## src/rtl/hazard_control_unit_if.sv

```systemverilog
// Signal bundle between the ID-stage hazard controller and the pipeline.
// master: pipeline side; slave: hazard_control_unit.
interface hazard_control_unit_if #(
  parameter int CNT_W = 16
);
  logic [4:0]       i_rs1_IFID_addr;
  logic [4:0]       i_rs2_IFID_addr;
  logic             i_rs1_used_IFID;
  logic             i_rs2_used_IFID;
  logic             i_clu_MemWrite_IFID;
  logic [4:0]       i_rd_waddr_IDEX;
  logic             i_clu_MemRead_IDEX;
  logic             i_branch_taken_EX;
  logic             i_dmem_busy;
  logic             o_pc_write;
  logic             o_IFID_write;
  logic             o_IFID_flush;
  logic             o_IDEX_bubble;
  logic             o_pipe_freeze;
  logic             o_hazard_err;
  logic [CNT_W-1:0] o_stall_cnt;
  logic [CNT_W-1:0] o_flush_cnt;

  modport master (
    output i_rs1_IFID_addr, i_rs2_IFID_addr,
    output i_rs1_used_IFID, i_rs2_used_IFID,
    output i_clu_MemWrite_IFID,
    output i_rd_waddr_IDEX, i_clu_MemRead_IDEX,
    output i_branch_taken_EX, i_dmem_busy,
    input  o_pc_write, o_IFID_write,
    input  o_IFID_flush, o_IDEX_bubble,
    input  o_pipe_freeze, o_hazard_err,
    input  o_stall_cnt, o_flush_cnt
  );

  modport slave (
    input  i_rs1_IFID_addr, i_rs2_IFID_addr,
    input  i_rs1_used_IFID, i_rs2_used_IFID,
    input  i_clu_MemWrite_IFID,
    input  i_rd_waddr_IDEX, i_clu_MemRead_IDEX,
    input  i_branch_taken_EX, i_dmem_busy,
    output o_pc_write, o_IFID_write,
    output o_IFID_flush, o_IDEX_bubble,
    output o_pipe_freeze, o_hazard_err,
    output o_stall_cnt, o_flush_cnt
  );
endinterface

```

## src/rtl/hazard_control_unit.sv

```systemverilog
// ID-stage hazard controller: load-use stall, branch flush, dmem freeze.
// Optional perf counters enabled by defining HCU_PERF_CNT_EN.
module hazard_control_unit #(
  parameter int FREEZE_MAX = 64,
  parameter int CNT_W      = 16
) (
  input logic                  i_clk,
  input logic                  i_rst_n,
  hazard_control_unit_if.slave bus
);
  localparam int FCW = $clog2(FREEZE_MAX + 1);
  localparam logic [FCW-1:0] FMAX = FCW'(FREEZE_MAX);
  localparam logic [FCW-1:0] FONE = FCW'(1);

  typedef enum logic [1:0] {
    RUN    = 2'd0,
    FREEZE = 2'd1,
    ERR    = 2'd2
  } state_e;

  state_e         state_q, state_d;
  logic [FCW-1:0] fcnt_q, fcnt_d;
  logic           err_q, err_d;

  logic rs1_hit, rs2_hit, lu;
  logic frz, flush_c, stall_c;

  // Store data (rs2) is covered by MEM-to-MEM forwarding, so no stall.
  assign rs1_hit = bus.i_rs1_used_IFID &&
                   (bus.i_rs1_IFID_addr == bus.i_rd_waddr_IDEX);
  assign rs2_hit = bus.i_rs2_used_IFID &&
                   !bus.i_clu_MemWrite_IFID &&
                   (bus.i_rs2_IFID_addr == bus.i_rd_waddr_IDEX);
  assign lu = bus.i_clu_MemRead_IDEX &&
              (bus.i_rd_waddr_IDEX != 5'd0) &&
              (rs1_hit || rs2_hit);

  assign frz     = (state_q == ERR) || bus.i_dmem_busy;
  assign flush_c = !frz && bus.i_branch_taken_EX;
  assign stall_c = !frz && !bus.i_branch_taken_EX && lu;

  always_comb begin
    bus.o_pc_write    = 1'b1;
    bus.o_IFID_write  = 1'b1;
    bus.o_IFID_flush  = 1'b0;
    bus.o_IDEX_bubble = 1'b0;
    bus.o_pipe_freeze = 1'b0;
    unique case (1'b1)
      frz: begin
        bus.o_pc_write    = 1'b0;
        bus.o_IFID_write  = 1'b0;
        bus.o_pipe_freeze = 1'b1;
      end
      flush_c: begin
        bus.o_IFID_flush  = 1'b1;
        bus.o_IDEX_bubble = 1'b1;
      end
      stall_c: begin
        bus.o_pc_write    = 1'b0;
        bus.o_IFID_write  = 1'b0;
        bus.o_IDEX_bubble = 1'b1;
      end
      default: ;
    endcase
  end

  assign bus.o_hazard_err = err_q;

  always_comb begin
    state_d = state_q;
    fcnt_d  = fcnt_q;
    err_d   = err_q;
    unique case (state_q)
      RUN: begin
        if (bus.i_dmem_busy) begin
          state_d = FREEZE;
          fcnt_d  = FONE;
        end
      end
      FREEZE: begin
        if (!bus.i_dmem_busy) begin
          state_d = RUN;
          fcnt_d  = '0;
        end else if (fcnt_q + FONE >= FMAX) begin
          state_d = ERR;
          fcnt_d  = FMAX;
          err_d   = 1'b1;
        end else begin
          fcnt_d = fcnt_q + FONE;
        end
      end
      default: begin
        state_d = ERR;
        err_d   = 1'b1;
      end
    endcase
  end

  always_ff @(posedge i_clk) begin
    if (!i_rst_n) begin
      state_q <= RUN;
      fcnt_q  <= '0;
      err_q   <= 1'b0;
    end else begin
      state_q <= state_d;
      fcnt_q  <= fcnt_d;
      err_q   <= err_d;
    end
  end

`ifdef HCU_PERF_CNT_EN
  logic [CNT_W-1:0] stall_cnt_q, stall_cnt_d;
  logic [CNT_W-1:0] flush_cnt_q, flush_cnt_d;

  always_comb begin
    stall_cnt_d = stall_cnt_q;
    flush_cnt_d = flush_cnt_q;
    if (stall_c && (stall_cnt_q != '1))
      stall_cnt_d = stall_cnt_q + 1'b1;
    if (flush_c && (flush_cnt_q != '1))
      flush_cnt_d = flush_cnt_q + 1'b1;
  end

  always_ff @(posedge i_clk) begin
    if (!i_rst_n) begin
      stall_cnt_q <= '0;
      flush_cnt_q <= '0;
    end else begin
      stall_cnt_q <= stall_cnt_d;
      flush_cnt_q <= flush_cnt_d;
    end
  end

  assign bus.o_stall_cnt = stall_cnt_q;
  assign bus.o_flush_cnt = flush_cnt_q;
`else
  assign bus.o_stall_cnt = '0;
  assign bus.o_flush_cnt = '0;
`endif
endmodule

```

## src/flat_wrapper.sv

```systemverilog
// flat-port wrapper written by rule: the top's interface ports become plain ports
module hazard_control_unit_flat 
#(
  parameter int FREEZE_MAX = 64,
  parameter int CNT_W      = 16
)
  (i_clk, i_rst_n, bus_i_rs1_IFID_addr, bus_i_rs2_IFID_addr, bus_i_rs1_used_IFID, bus_i_rs2_used_IFID, bus_i_clu_MemWrite_IFID, bus_i_rd_waddr_IDEX, bus_i_clu_MemRead_IDEX, bus_i_branch_taken_EX, bus_i_dmem_busy, bus_o_pc_write, bus_o_IFID_write, bus_o_IFID_flush, bus_o_IDEX_bubble, bus_o_pipe_freeze, bus_o_hazard_err, bus_o_stall_cnt, bus_o_flush_cnt);
  hazard_control_unit_if #(.CNT_W(CNT_W)) bus_i ();
  input logic i_clk;
  input logic i_rst_n;
  input wire logic [$bits(bus_i.i_rs1_IFID_addr)-1:0] bus_i_rs1_IFID_addr;
  input wire logic [$bits(bus_i.i_rs2_IFID_addr)-1:0] bus_i_rs2_IFID_addr;
  input wire logic [$bits(bus_i.i_rs1_used_IFID)-1:0] bus_i_rs1_used_IFID;
  input wire logic [$bits(bus_i.i_rs2_used_IFID)-1:0] bus_i_rs2_used_IFID;
  input wire logic [$bits(bus_i.i_clu_MemWrite_IFID)-1:0] bus_i_clu_MemWrite_IFID;
  input wire logic [$bits(bus_i.i_rd_waddr_IDEX)-1:0] bus_i_rd_waddr_IDEX;
  input wire logic [$bits(bus_i.i_clu_MemRead_IDEX)-1:0] bus_i_clu_MemRead_IDEX;
  input wire logic [$bits(bus_i.i_branch_taken_EX)-1:0] bus_i_branch_taken_EX;
  input wire logic [$bits(bus_i.i_dmem_busy)-1:0] bus_i_dmem_busy;
  output wire logic [$bits(bus_i.o_pc_write)-1:0] bus_o_pc_write;
  output wire logic [$bits(bus_i.o_IFID_write)-1:0] bus_o_IFID_write;
  output wire logic [$bits(bus_i.o_IFID_flush)-1:0] bus_o_IFID_flush;
  output wire logic [$bits(bus_i.o_IDEX_bubble)-1:0] bus_o_IDEX_bubble;
  output wire logic [$bits(bus_i.o_pipe_freeze)-1:0] bus_o_pipe_freeze;
  output wire logic [$bits(bus_i.o_hazard_err)-1:0] bus_o_hazard_err;
  output wire logic [$bits(bus_i.o_stall_cnt)-1:0] bus_o_stall_cnt;
  output wire logic [$bits(bus_i.o_flush_cnt)-1:0] bus_o_flush_cnt;
  assign bus_i.i_rs1_IFID_addr = bus_i_rs1_IFID_addr;
  assign bus_i.i_rs2_IFID_addr = bus_i_rs2_IFID_addr;
  assign bus_i.i_rs1_used_IFID = bus_i_rs1_used_IFID;
  assign bus_i.i_rs2_used_IFID = bus_i_rs2_used_IFID;
  assign bus_i.i_clu_MemWrite_IFID = bus_i_clu_MemWrite_IFID;
  assign bus_i.i_rd_waddr_IDEX = bus_i_rd_waddr_IDEX;
  assign bus_i.i_clu_MemRead_IDEX = bus_i_clu_MemRead_IDEX;
  assign bus_i.i_branch_taken_EX = bus_i_branch_taken_EX;
  assign bus_i.i_dmem_busy = bus_i_dmem_busy;
  assign bus_o_pc_write = bus_i.o_pc_write;
  assign bus_o_IFID_write = bus_i.o_IFID_write;
  assign bus_o_IFID_flush = bus_i.o_IFID_flush;
  assign bus_o_IDEX_bubble = bus_i.o_IDEX_bubble;
  assign bus_o_pipe_freeze = bus_i.o_pipe_freeze;
  assign bus_o_hazard_err = bus_i.o_hazard_err;
  assign bus_o_stall_cnt = bus_i.o_stall_cnt;
  assign bus_o_flush_cnt = bus_i.o_flush_cnt;
  hazard_control_unit #(.FREEZE_MAX(FREEZE_MAX), .CNT_W(CNT_W)) u_core (.i_clk(i_clk), .i_rst_n(i_rst_n), .bus(bus_i));
endmodule
```

## config.mk

```make
export PLATFORM = sky130hd
export DESIGN_NAME = hazard_control_unit_flat
export DESIGN_NICKNAME = d
export VERILOG_FILES = /design/src/rtl/hazard_control_unit_if.sv /design/src/rtl/hazard_control_unit.sv /design/src/flat_wrapper.sv
export SDC_FILE = /design/constraint.sdc
export NUM_CORES = 1
export LEC_CHECK = 0
export ABC_AREA = 1
export ABC_CLOCK_PERIOD_IN_PS = 3300
export BUFFER_PORTS_ARGS = -buffer_cell sky130_fd_sc_hd__buf_2
export CAP_MARGIN = 20
export CORE_MARGIN = 2
export CORE_UTILIZATION = 47
export DETAILED_ROUTE_END_ITERATION = 16
export PLACE_DENSITY = 0.86
export SETUP_SLACK_MARGIN = 0.02
export SLEW_MARGIN = 20
export SYNTH_ARGS = -nofsm -noshare
export SYNTH_HDL_FRONTEND = slang
export SYNTH_SLANG_ARGS = --single-unit
```

## constraint.sdc

```tcl
create_clock -name i_clk -period 3.3 [get_ports i_clk]
set_input_delay 0.33 -clock i_clk [delete_from_list [all_inputs] [get_ports i_clk]]
set_output_delay 0.33 -clock i_clk [all_outputs]
set_load 0.02 [all_outputs]
```

## Yosys cells after proc, flatten, opt, wreduce, memory -nomap -nowiden

Cells that the tools add are included.

- Register bits: 10
- Input bits: 23
- Output and inout bits: 38
- Word-level logic and storage cells: 50

- Add/sub/neg operators: 1
- $lt $le $gt $ge: 1
- Equality and inequality tests: 8
- Muxes and demuxes: 15
- Bitwise operators: 1
- Reductions and logical operators: 21

Operators by type and width:

| kind | count |
|---|---|
| two-way mux 7 bit | 3 |
| case mux 7 bit (2 select lines) | 1 |
| equality test 5 bit | 2 |
| logical AND 1 bit | 8 |
| adder 7 x 1 -> 7 bit, second input constant | 1 |
| greater-or-equal comparator 7 bit, second input constant | 1 |
| two-way mux 1 bit | 6 |
| two-way mux 2 bit | 3 |
| nonzero test 5 bit | 1 |
| != test 2 bit, second input constant | 2 |
| case mux 2 bit (2 select lines) | 1 |
| AND reduction 2 bit | 2 |
| OR reduction 2 bit | 2 |
| logical NOT 1 bit | 3 |
| != test 3 x 2 -> 1 bit, second input constant | 1 |
| AND reduction 3 bit | 1 |
| equality test 2 x 1 -> 1 bit, second input constant | 1 |
| equality test 2 bit, second input constant | 1 |
| logical NOT 2 bit | 1 |
| logical OR 1 bit | 2 |
| != test 2 x 1 -> 1 bit, second input constant | 1 |
| case mux 1 bit (2 select lines) | 1 |
| nonzero test 2 bit | 1 |
| NOT 1 bit | 1 |

## Longest topological paths before layout

- Depth in word-level cells: 8
- Depth in mapped cells: 8
- Gate-level depth less buffers: 8

## Least setup slack after synthesis

OpenSTA, ideal clock, no wires.

- Path kind: reg-to-output
- From: reg u_core.state_q[0]
- To: out bus_o_pc_write
- Arrival time: 1,418 ps
- Data required time: 2,970 ps
- Slack: 1,552 ps
- Stages on the path, launching flop included: 6
- Cells stage by stage: dfxtp_1 -> inv_1 -> a21oi_1 -> inv_1 -> a21oi_1 -> buf_4

- Longest elaborated chain between the ends: 7

RTL lines:

| what | RTL line | text |
|---|---|---|
| start: declaration | hazard_control_unit.sv:21 | `state_e state_q, state_d;` |
| start signal: assignment | hazard_control_unit.sv:105 | `state_q <= state_d;` |
| equality test 2 bit * | hazard_control_unit.sv:38 | `assign frz = (state_q == ERR) \|\| bus.i_dmem_busy;` |
| logical OR 1 bit * | hazard_control_unit.sv:38 |  |
| logical NOT 1 bit | hazard_control_unit.sv:40 | `assign stall_c = !frz && !bus.i_branch_taken_EX && lu;` |
| logical AND 1 bit (2 in series) | hazard_control_unit.sv:40 |  |
| OR reduction 2 bit (no source line) * | -- |  |
| two-way mux 1 bit * | -- |  |
| end: declaration | flat_wrapper.sv:20 | `output wire logic [$bits(bus_i.o_pc_write)-1:0] bus_o_pc_write;` |

Mark *: on every way between the ends. The rest lies on a longest branch, timed or not.

## Worst setup path after layout

- From: reg u_core.state_q[0]
- To: out bus_o_IDEX_bubble

- Longest elaborated chain between the ends: 7
- Elaborated cells on any way between the ends: 8
- Those cells by class: 1 x eq/ne; 1 x mux; 6 x reduce/logical

RTL lines:

| what | RTL line | text |
|---|---|---|
| equality test 2 bit * | hazard_control_unit.sv:38 |  |
| logical OR 1 bit * | hazard_control_unit.sv:38 |  |
| logical NOT 1 bit * | hazard_control_unit.sv:39, hazard_control_unit.sv:40 |  |
| logical AND 1 bit (2 in series) | hazard_control_unit.sv:40 |  |
| OR reduction 2 bit (no source line) * | -- |  |
| two-way mux 1 bit * | hazard_control_unit.sv:48 | `unique case (1'b1)` |
| end: declaration | flat_wrapper.sv:23 | `output wire logic [$bits(bus_i.o_IDEX_bubble)-1:0] bus_o_IDEX_bubble;` |

Marked as above.

==> flow_summary.ini <==
[yosys]
postSynth.asyncResetShare = 0
yosysTopAreaCell = buf_4
synth_common_cells = 39 x nand2_1, 33 x buf_4, 27 x inv_1, 18 x nor2_1, 12 x nand3_1
ys_top_cells_by_area = buf_4 24%, dfxtp_1 19%, nand2_1 14%
syn_avg_cell_area_sq_um = 6.07
yosys.area.top_type_share = 0.240
ys_seq_area_frac = 0.194
synth-edff-count = 0
synth_area_sq_um = 1030
dominantRegCellSynth = dfxtp_1
yosysWarnings = 0
synth_cells = 170
ys_types = 24
synth_seq_cells = 10
synth.most_common_cell = nand2_1

[worst_setup_path]
required_ns = 2.97
crit_type = reg2out
slowest_stage = dfxtp_1
critical_path_peak_fanout = 5
cp_common_cell = nand2_1
cp-end-kind = output pin
cp-start-kind = flop
arrival_ns = 1.47
path_cells = inv_1 > a21oi_1 > nand3_1 > nor2_1 > nand2_1 > nand2_1 > buf_2
max_stage_delay_ns = 0.45

[layout]
drive_gt1_frac = 0.215
areaGrowthSynthToFinish_pct = 7.64
final_util = 0.550
final_nets = 225
fillCellCount = 218
layout.cells.non_filler = 227
n_antenna_cell = 0

[placement]
portBuffers = 28
place_congestion = 0.838
dpl_worst_slack_ns = 1.79
dp_hpwl_mm = 1.54
dp_cells = 223

[clocking]
ctsHoldBuffers = 0
cts_tree = yes
cts_buffer_depth = 2
htreeDepth = 1
numClockSinks = 10
clkTransAtPathRegs_ns = 0.07
cts_buffers = 3
postCtsSetupBuffers = 0
postCtsResizedCells = 0
clkLatencyLatePin_ns = 0.28
cts-root-buf = clkbuf_4

[sta]
min_period_ns = 1.80
finClkSkew_ns = 0.00291
worst_slack_ns = 1.50
period_share = 0.545
hold_ws_ns = 0.310
fin_tns_setup_ns = 0
rsz0062_at_grt = no
setup_viol = 0
fmax_ghz = 0.556
maxSlewViolCount = 0
hold_viol = 0

[power_and_ir_drop]
p_per_area_nw_per_um2 = 307
p_leak_nw = 0.656
peakVddDrop_mv = 0.244

[die]
die-height_microns = 50.9
initial_utilization = 0.511
die-width_microns = 50.9
rows = 16
coreArea_sq_um = 2020
die_area_sq_um = 2590
top_level_ports = 61

[global_route]
antenna_found_initial = 0
overflow = 0
grt_max_degree = 7
grtUsageTotal = 0.146
grt_pass1_wl_mm = 2.89
grt_pass1_vias = 768

[routing]
via_per_inst = 4.29
route.detailed.drc = 0
first_pass_iters = 4
first_iter_violations = 10
wl_per_cell_microns = 8.13
drtAntennaViolNets = 0
vias = 973
routed_wl_mm = 1.85

[run_status]
status = completed

[hold_path]
worstHoldPathType = in2reg

[flow_run]
maxCapViolations = 0
critical path, delay by kind of cell (launching register included):
family,cells,cell delay (ns)
DFF,1,0.45
buffers and inverters,2,0.23
AOI/OAI and AO/OA,1,0.16
and+or+nand+nor,4,0.34
where the power goes:
| part | internal, mW | switching [mW] | total [mW] |
|---|---|---|---|
| clock network | 0.0673 | 0.0493 | 0.117 |
| registers | 0.123 | 0.00343 | 0.127 |
| logic | 0.0272 | 0.0703 | 0.0975 |
final cells by class:
cell class | instances | area [sq um] | share of cell area
multi-input cells | 129 | 589 | 0.530
flip-flops and latches | 10 | 200 | 0.180
repair buffers | 28 | 140 | 0.126
inverters | 29 | 111 | 0.100
clock buffers | 4 | 36.3 | 0.0327
well taps | 27 | 33.8 | 0.0304
cells by family after synthesis:
kind of cell	count (synthesis)	share of synthesized area
other	1	0.00363
adder cells (fa/ha/maj)	1	0.0121
buffers and inverters	62	0.348
AND/OR/NAND/NOR	79	0.333
multiplexers	1	0.00970
AO/OA/AOI/OAI	15	0.0909
XOR/XNOR	1	0.00849
flip-flops	10	0.194
final timing paths:
path | cells past startpoint | slack [ns] | start | end
worst max-delay path | 7 | 1.50 | u_core.state_q[0] | bus_o_IDEX_bubble
worst min register to register | 2 | 0.53 | u_core.fcnt_q[6] | u_core.fcnt_q[6]
worst min-delay path | 3 | 0.31 | i_rst_n | u_core.fcnt_q[0]
worst max register to register | 8 | 1.94 | u_core.fcnt_q[0] | u_core.fcnt_q[4]
metal layers:
metal  track usage  share of wire  vias to the layer above
li1              -              -                      515
met1         0.161           0.41                      408
met2         0.257           0.47                       45
met3        0.0175          0.094                        5
met4         0.108          0.028                        0
met5             0              0                        -
flip-flops by register name, summed over array words and instances (netlist names):
register / cells
u_core.fcnt_q: 7
u_core.state_q: 2
u_core.bus.o_hazard_err: 1
metrics by stage:
stage	cell area (sq um)	total power, mW
5_1_grt	1110	0.363
3_5_place_dp	1070	0.227
4_1_cts	1110	0.342
3_3_place_gp	1070	0.226
2_1_floorplan	1150	0.231
6_report	1110	0.341
cells in the final DEF, fill, tap and decap left out, drive strengths merged:
cell type / n
xnor2: 1
o21ai: 6
nor3: 1
dfxtp: 10
nand2: 41
mux2i: 1
buf: 28
nor2: 21
conb: 32
clkbuf: 4
a21oi: 9
ha: 1
inv: 29
nand3: 13
nand4: 3
(Power assumes the default switching activity.)
